<file path="src/rtl/tx_fcs_append.sv">
// tx_fcs_append: TX-path stage after the CRC32 engine. Forwards a 32-bit
// AXI-Stream frame unchanged and appends the 4-byte Ethernet FCS directly
// after the last payload byte. FCS bytes fill the unused lanes of the last
// beat; whatever does not fit goes out in one extra (SPILL) beat.
// Optional build macro TX_FCS_PAD_EN: short frames are zero-padded up to
// MIN_FRAME_BYTES before the FCS. Middle beats of a frame are expected to
// carry all four lanes; only the last beat may be partial.
module tx_fcs_append #(
  parameter int          DATA_WIDTH = 32,
  parameter logic [31:0] CRC_INIT   = 32'hFFFFFFFF
`ifdef TX_FCS_PAD_EN
  , parameter int        MIN_FRAME_BYTES = 60
`endif
) (
  input  logic                    clk,
  input  logic                    i_reset_n,
  input  logic [DATA_WIDTH-1:0]   s_axis_tdata,
  input  logic [DATA_WIDTH/8-1:0] s_axis_tkeep,
  input  logic                    s_axis_tvalid,
  input  logic                    s_axis_tlast,
  output logic                    s_axis_tready,
  output logic [DATA_WIDTH-1:0]   m_axis_tdata,
  output logic [DATA_WIDTH/8-1:0] m_axis_tkeep,
  output logic                    m_axis_tvalid,
  output logic                    m_axis_tlast,
  input  logic                    m_axis_tready
);

  typedef enum logic [1:0] {ST_DATA = 2'd0, ST_SPILL = 2'd1, ST_PAD = 2'd2} state_t;

  // Reflected IEEE 802.3 CRC, lanes folded in order 0..3, only enabled lanes.
  function automatic logic [31:0] crc_beat(input logic [31:0] crc_in,
                                           input logic [31:0] data,
                                           input logic [3:0]  keep);
    logic [31:0] c;
    c = crc_in;
    for (int i = 0; i < 4; i++) begin
      if (keep[i]) begin
        c = c ^ {24'd0, data[8*i +: 8]};
        for (int j = 0; j < 8; j++) begin
          c = c[0] ? ((c >> 1) ^ 32'hEDB88320) : (c >> 1);
        end
      end
    end
    return c;
  endfunction

  state_t      state_reg;
  logic [31:0] crc_reg;
  logic [31:0] data_reg;
  logic [3:0]  keep_reg;
  logic        valid_reg;
  logic        last_reg;
  logic [31:0] spill_data_reg;
  logic [3:0]  spill_keep_reg;

  logic        out_free;
  logic        accept;
  logic [31:0] keep_mask;
  logic [31:0] data_eff;
  logic [2:0]  beat_bytes;
  logic [2:0]  k_eff;
  logic [3:0]  keep_eff;
  logic [31:0] crc_din;
  logic [3:0]  crc_kin;
  logic [31:0] crc_next;
  logic [31:0] fcs;

  // Byte-enable expansion; used to clear unused lanes before FCS merging.
  for (genvar gi = 0; gi < 4; gi++) begin : g_mask
    assign keep_mask[8*gi +: 8] = {8{s_axis_tkeep[gi]}};
  end

  assign data_eff = s_axis_tdata & keep_mask;
  assign out_free = !valid_reg || m_axis_tready;
  assign accept   = s_axis_tvalid && s_axis_tready;

  // Number of valid bytes in the incoming beat.
  always_comb begin
    beat_bytes = 3'd0;
    for (int i = 0; i < 4; i++) begin
      beat_bytes = beat_bytes + {2'd0, s_axis_tkeep[i]};
    end
  end

`ifdef TX_FCS_PAD_EN
  localparam logic [15:0] MIN_BYTES = 16'(MIN_FRAME_BYTES);
  logic [15:0] byte_cnt_reg;
  logic [15:0] pad_left_reg;
  logic [15:0] byte_sum;
  logic        pad_need;
  logic        pad_more;

  assign byte_sum = byte_cnt_reg + {13'd0, beat_bytes};
  // A short frame's last beat is zero-filled to all four lanes.
  assign pad_need = s_axis_tlast && (byte_sum < MIN_BYTES);
  // More zero beats still needed after that filled last beat.
  assign pad_more = (byte_cnt_reg + 16'd4) < MIN_BYTES;
  assign k_eff    = pad_need ? 3'd4 : beat_bytes;
  assign keep_eff = pad_need ? 4'hF : s_axis_tkeep;
  assign crc_din  = (state_reg == ST_PAD) ? 32'd0 : data_eff;
  assign crc_kin  = (state_reg == ST_PAD) ? 4'hF : keep_eff;
`else
  assign k_eff    = beat_bytes;
  assign keep_eff = s_axis_tkeep;
  assign crc_din  = data_eff;
  assign crc_kin  = keep_eff;
`endif

  assign crc_next = crc_beat(crc_reg, crc_din, crc_kin);
  assign fcs      = ~crc_next;

  assign s_axis_tready = i_reset_n && (state_reg == ST_DATA) && out_free;
  assign m_axis_tdata  = data_reg;
  assign m_axis_tkeep  = keep_reg;
  assign m_axis_tvalid = valid_reg;
  assign m_axis_tlast  = last_reg;

  // Frame FSM, running CRC and the one-beat output register.
  always_ff @(posedge clk) begin
    if (!i_reset_n) begin
      state_reg      <= ST_DATA;
      crc_reg        <= CRC_INIT;
      data_reg       <= 32'd0;
      keep_reg       <= 4'd0;
      valid_reg      <= 1'b0;
      last_reg       <= 1'b0;
      spill_data_reg <= 32'd0;
      spill_keep_reg <= 4'd0;
`ifdef TX_FCS_PAD_EN
      byte_cnt_reg   <= 16'd0;
      pad_left_reg   <= 16'd0;
`endif
    end else begin
      if (valid_reg && m_axis_tready) begin
        valid_reg <= 1'b0;
      end
      case (state_reg)
        ST_DATA: begin
          if (accept) begin
            valid_reg <= 1'b1;
            if (!s_axis_tlast) begin
              data_reg <= s_axis_tdata;
              keep_reg <= s_axis_tkeep;
              last_reg <= 1'b0;
              crc_reg  <= crc_next;
`ifdef TX_FCS_PAD_EN
              byte_cnt_reg <= (byte_sum >= MIN_BYTES) ? MIN_BYTES : byte_sum;
`endif
            end
`ifdef TX_FCS_PAD_EN
            else if (pad_need && pad_more) begin
              data_reg     <= data_eff;
              keep_reg     <= 4'hF;
              last_reg     <= 1'b0;
              crc_reg      <= crc_next;
              pad_left_reg <= MIN_BYTES - byte_cnt_reg - 16'd4;
              byte_cnt_reg <= 16'd0;
              state_reg    <= ST_PAD;
            end
`endif
            else begin
              // Payload in lanes 0..k-1, leading FCS bytes in the rest.
              data_reg       <= data_eff | (fcs << {k_eff, 3'b000});
              keep_reg       <= 4'hF;
              crc_reg        <= CRC_INIT;
              spill_data_reg <= fcs >> {3'd4 - k_eff, 3'b000};
              // Contiguous keep with k lanes is exactly the spill keep.
              spill_keep_reg <= keep_eff;
`ifdef TX_FCS_PAD_EN
              byte_cnt_reg   <= 16'd0;
`endif
              if (k_eff == 3'd0) begin
                last_reg <= 1'b1;
              end else begin
                last_reg  <= 1'b0;
                state_reg <= ST_SPILL;
              end
            end
          end
        end
        ST_SPILL: begin
          if (out_free) begin
            data_reg  <= spill_data_reg;
            keep_reg  <= spill_keep_reg;
            last_reg  <= 1'b1;
            valid_reg <= 1'b1;
            state_reg <= ST_DATA;
          end
        end
`ifdef TX_FCS_PAD_EN
        ST_PAD: begin
          if (out_free) begin
            data_reg  <= 32'd0;
            keep_reg  <= 4'hF;
            last_reg  <= 1'b0;
            valid_reg <= 1'b1;
            if (pad_left_reg <= 16'd4) begin
              crc_reg        <= CRC_INIT;
              spill_data_reg <= fcs;
              spill_keep_reg <= 4'hF;
              state_reg      <= ST_SPILL;
            end else begin
              crc_reg      <= crc_next;
              pad_left_reg <= pad_left_reg - 16'd4;
            end
          end
        end
`endif
        default: state_reg <= ST_DATA;
      endcase
    end
  end

endmodule

</file>
<file path="config.mk">
export PLATFORM = sky130hd
export DESIGN_NAME = tx_fcs_append
export DESIGN_NICKNAME = d
export VERILOG_FILES = /design/src/rtl/tx_fcs_append.sv
export SDC_FILE = /design/constraint.sdc
export NUM_CORES = 1
export LEC_CHECK = 0
export BUFFER_PORTS_ARGS = -buffer_cell sky130_fd_sc_hd__buf_2
export CELL_PAD_IN_SITES_DETAIL_PLACEMENT = 1
export CELL_PAD_IN_SITES_GLOBAL_PLACEMENT = 1
export CORE_UTILIZATION = 47
export DETAILED_ROUTE_END_ITERATION = 6
export HOLD_SLACK_MARGIN = 0.08
export PLACE_DENSITY_LB_ADDON = 0.1
export SYNTH_ARGS = -nofsm -noshare
export SYNTH_HDL_FRONTEND = slang
export SYNTH_SLANG_ARGS = --single-unit
</file>
<file path="constraint.sdc">
create_clock -name clk -period 16 [get_ports clk]
set_clock_uncertainty 0.1 [all_clocks]
set_input_delay 3.2 -clock clk [delete_from_list [all_inputs] [get_ports clk]]
set_output_delay 3.2 -clock clk [all_outputs]
set_load 0.05 [all_outputs]
</file>
==> impl_metrics.csv <==
group,metric,value,unit
min_path,hold_end,"m_axis_tkeep[3]$_SDFFE_PN0P_",
critical_path,r2r-start,"crc_reg[1]$_SDFFE_PN1P_",
place,placed_area,12990,um^2
finish,mostFrequentLayoutCell,"nand2_1",
clocking,cts_hold_buffers,0,
critical_path,critPathMaxFanout,40,
clocking,post_cts_buffers,0,
global_route,first_global_vias,12460,
timing,finalSetupViolations,0,
floorplan,start_util,47.82,%
clocking,cts.clk_slew.worst_paths,0.09,ns
critical_path,cp_common_cell,"nor3_1",
synth,syn_inst,1537,
timing,hold_viol,0,
clocking,cts_buffers,9,
critical_path,worst_path_max_delay_cell,"xnor2_1",
global_route,grtUsageTotal,42.58,%
synth,synthTopCellsByArea,"dfxtp_1 17%, xnor2_1 9.9%, xnor3_1 8.9%",
finish,final_cell_mix,"181 x nand2_1, 141 x xnor2_1, 107 x dfxtp_1",
routing,vias,12910,
routing,drcViolationCount,0,
finish,utilization,51.03,%
critical_path,required,16.13,ns
finish,nFillCells,3170,
min_path,holdPathStages,2,
synth,synth_top_cell_by_area,"dfxtp_1",
critical_path,cpPeakStageDelay,0.89,ns
timing,slew_viol_final,0,
critical_path,rrSetupSlack,8.58,ns
routing,ant_nets,0,
timing,min_period,10.62,ns
min_path,hold_class,"reg2reg",
clocking,cts_tree,"built",
critical_path,crit_path_end_kind,"flop",
timing,rsz0062_at_grt,"no",
routing,vias_per_cell,6.879,
timing,finalCritPeriodShare,66.39,%
finish,area_growth,6.718,%
clocking,insertion_delay,0.36,ns
clocking,cts_max_path_buffers,2,
synth,avgSynthCellArea,8.107,um^2
global_route,grt_first_pass_wirelength,82970,um
finish,design_area,13300,um^2
floorplan,floorplan.die.height,164.8,um
critical_path,worstSetupPathType,"in2reg",
synth,synth.distinct_cells,92,
flow_run,maxCapViolations,0,
critical_path,r2r_cells,15,
synth,ys_ff_latch,107,
synth,synth_edf_count,0,
routing,first_iter_violations,1311,
synth,ys_warn_count,0,
global_route,grt_start_max_net_pins,64,
place,port_buffers,79,
critical_path,path_delay_family,"XOR/XNOR gates",
place,gp_congestion,1.030,
finish,fin_cells,1876,
synth,synth_nets,1583,
critical_path,timing.rr.end,"spill_data_reg[5]$_SDFFE_PN0P_",
synth,async_flop_share,0,%
clocking,root_buffer,"clkbuf_16",
clocking,cts_htree_levels,3,
routing,wl_per_cell,30.97,um
global_route,antenna_found_initial,1,
synth,synth_flop_cell,"dfxtp_1",
timing,maxSlewHeadroom,8.043,%
floorplan,rows,59,
timing,tns,0,ns
synth,netlist.area_leader.share,17.19,%
critical_path,crit_buf_inv,4,
floorplan,die-area,27170,um^2
critical_path,cp.arrival,10.75,ns
timing,max_freq,94.15,MHz
place,placedCellCount,1859,
outcome,status,"complete, no violations",
place,hpwl,44510,um
synth,synth.cell_area,12460,um^2
finish,layout-drive-gt1-share,12.01,%
global_route,gr-total-overflow,0,
routing,drt-total-wl,58090,um
min_path,min_from,"m_axis_tkeep[3]$_SDFFE_PN0P_",
timing,worst_slew_pin_slew,1.374,ns
synth,synth_seq_area_share,17.19,%
critical_path,path_cells,"buf_2, buf_4, clkinv_1, buf_4, nor3_1, nor3_1, o21a_1, nor3_1, xnor2_1, mux2i_1, xnor3_1, xor2_1, o21ai_2, xor2_2, xnor3_2, xnor2_1, mux4_2, o211ai_1",
clocking,cts-resized-gates,0,
clocking,clkSinkCount,107,
critical_path,worst_setup_path_start_kind,"primary input",
floorplan,pin_count,80,
floorplan,dieWidth,164.8,um
floorplan,core_area,26060,um^2
finish,layout.nets,1581,
routing,dr.pass1.iters,5,
[through the flow]
step	hold WS, ns	setup slack [ns]
2_1_floorplan	0.3217	7.613
6_report	0.3652	5.378
3_3_place_gp	0.3376	5.323
4_1_cts	0.3665	5.655
3_5_place_dp	0.3480	5.285
5_1_grt	0.3976	5.192
[worst register-to-register path: stages, from the launching register on]
cell and delay, ns:
dfxtp_1 0.66, xor2_2 0.35, xnor3_1 0.50, mux2i_4 0.32
xnor2_2 0.27, xnor3_1 0.60, xnor2_1 0.17, mux2i_1 0.84
xnor3_1 0.49, xor2_1 0.24, o21ai_2 0.26, xor2_2 0.49
xnor3_2 0.60, xnor2_1 0.89, mux4_2 0.42, o211ai_1 0.09
[how the worst max path moves through the flow]
stage                     slack (ns)            start  cells after the start                              to
after floorplan                 7.61  s_axis_tdata[2]                     16   m_axis_tdata[26]$_SDFFE_PN0P_
after global placement          5.32  s_axis_tkeep[0]                     19  spill_data_reg[0]$_SDFFE_PN0P_
after detailed placement        5.29  s_axis_tkeep[0]                     19  spill_data_reg[0]$_SDFFE_PN0P_
after CTS                       5.66  s_axis_tkeep[0]                     19  spill_data_reg[0]$_SDFFE_PN0P_
after global routing            5.19  s_axis_tkeep[0]                     19  spill_data_reg[0]$_SDFFE_PN0P_
final                           5.38  s_axis_tkeep[0]                     18  spill_data_reg[5]$_SDFFE_PN0P_
[kinds of logic after synthesis]
logic type | synth area share, %
AOI/OAI and AO/OA | 24.22
xor gates and xnor gates | 26.20
adders and majority gates | 0.5623
buffers and inverters | 4.579
DFF | 17.19
muxes | 8.324
and+or+nand+nor | 18.93
[routing by layer]
| layer | track usage (%) | wire length (um) |
|---|---|---|
| met5 | 0 | 0 |
| met4 | 23.69 | 3368 |
| met3 | 6.228 | 5128 |
| met2 | 67.78 | 26050 |
| met1 | 55.12 | 23540 |
[synth_stat cells, drive strengths merged, types with 8 or more instances]
library cell,count
a31oi,17
o221ai,10
nor3,28
xor3,11
mux2i,67
inv,17
and3,20
mux2,18
nor2,107
o21ai,79
and2,23
nand3b,8
xnor3,50
nand2b,12
o31ai,9
a211oi,25
a22oi,8
a21oi,86
a221oi,12
xnor2,148
or3,31
clkbuf,88
nand3,60
o211ai,42
a22o,11
xor2,52
a21boi,15
dfxtp,107
a21o,21
buf,31
a211o,14
nand2,182
[area by class of cell]
class                   instances  area [um^2]  area share (%)
inverters                      20        75.07          0.5645
repair buffers                106        598.1           4.498
flip-flops and latches        107         2142           16.11
clock buffers                  10        239.0           1.797
diodes                          1        2.502         0.01882
well taps                     335        419.2           3.152
clock inverters                 6        62.56          0.4705
multi-input cells            1291         9759           73.39
Power is left out: the tool's default activity adds up to more than one toggle a clock period on the data nets, which glitch-free logic cannot reach.
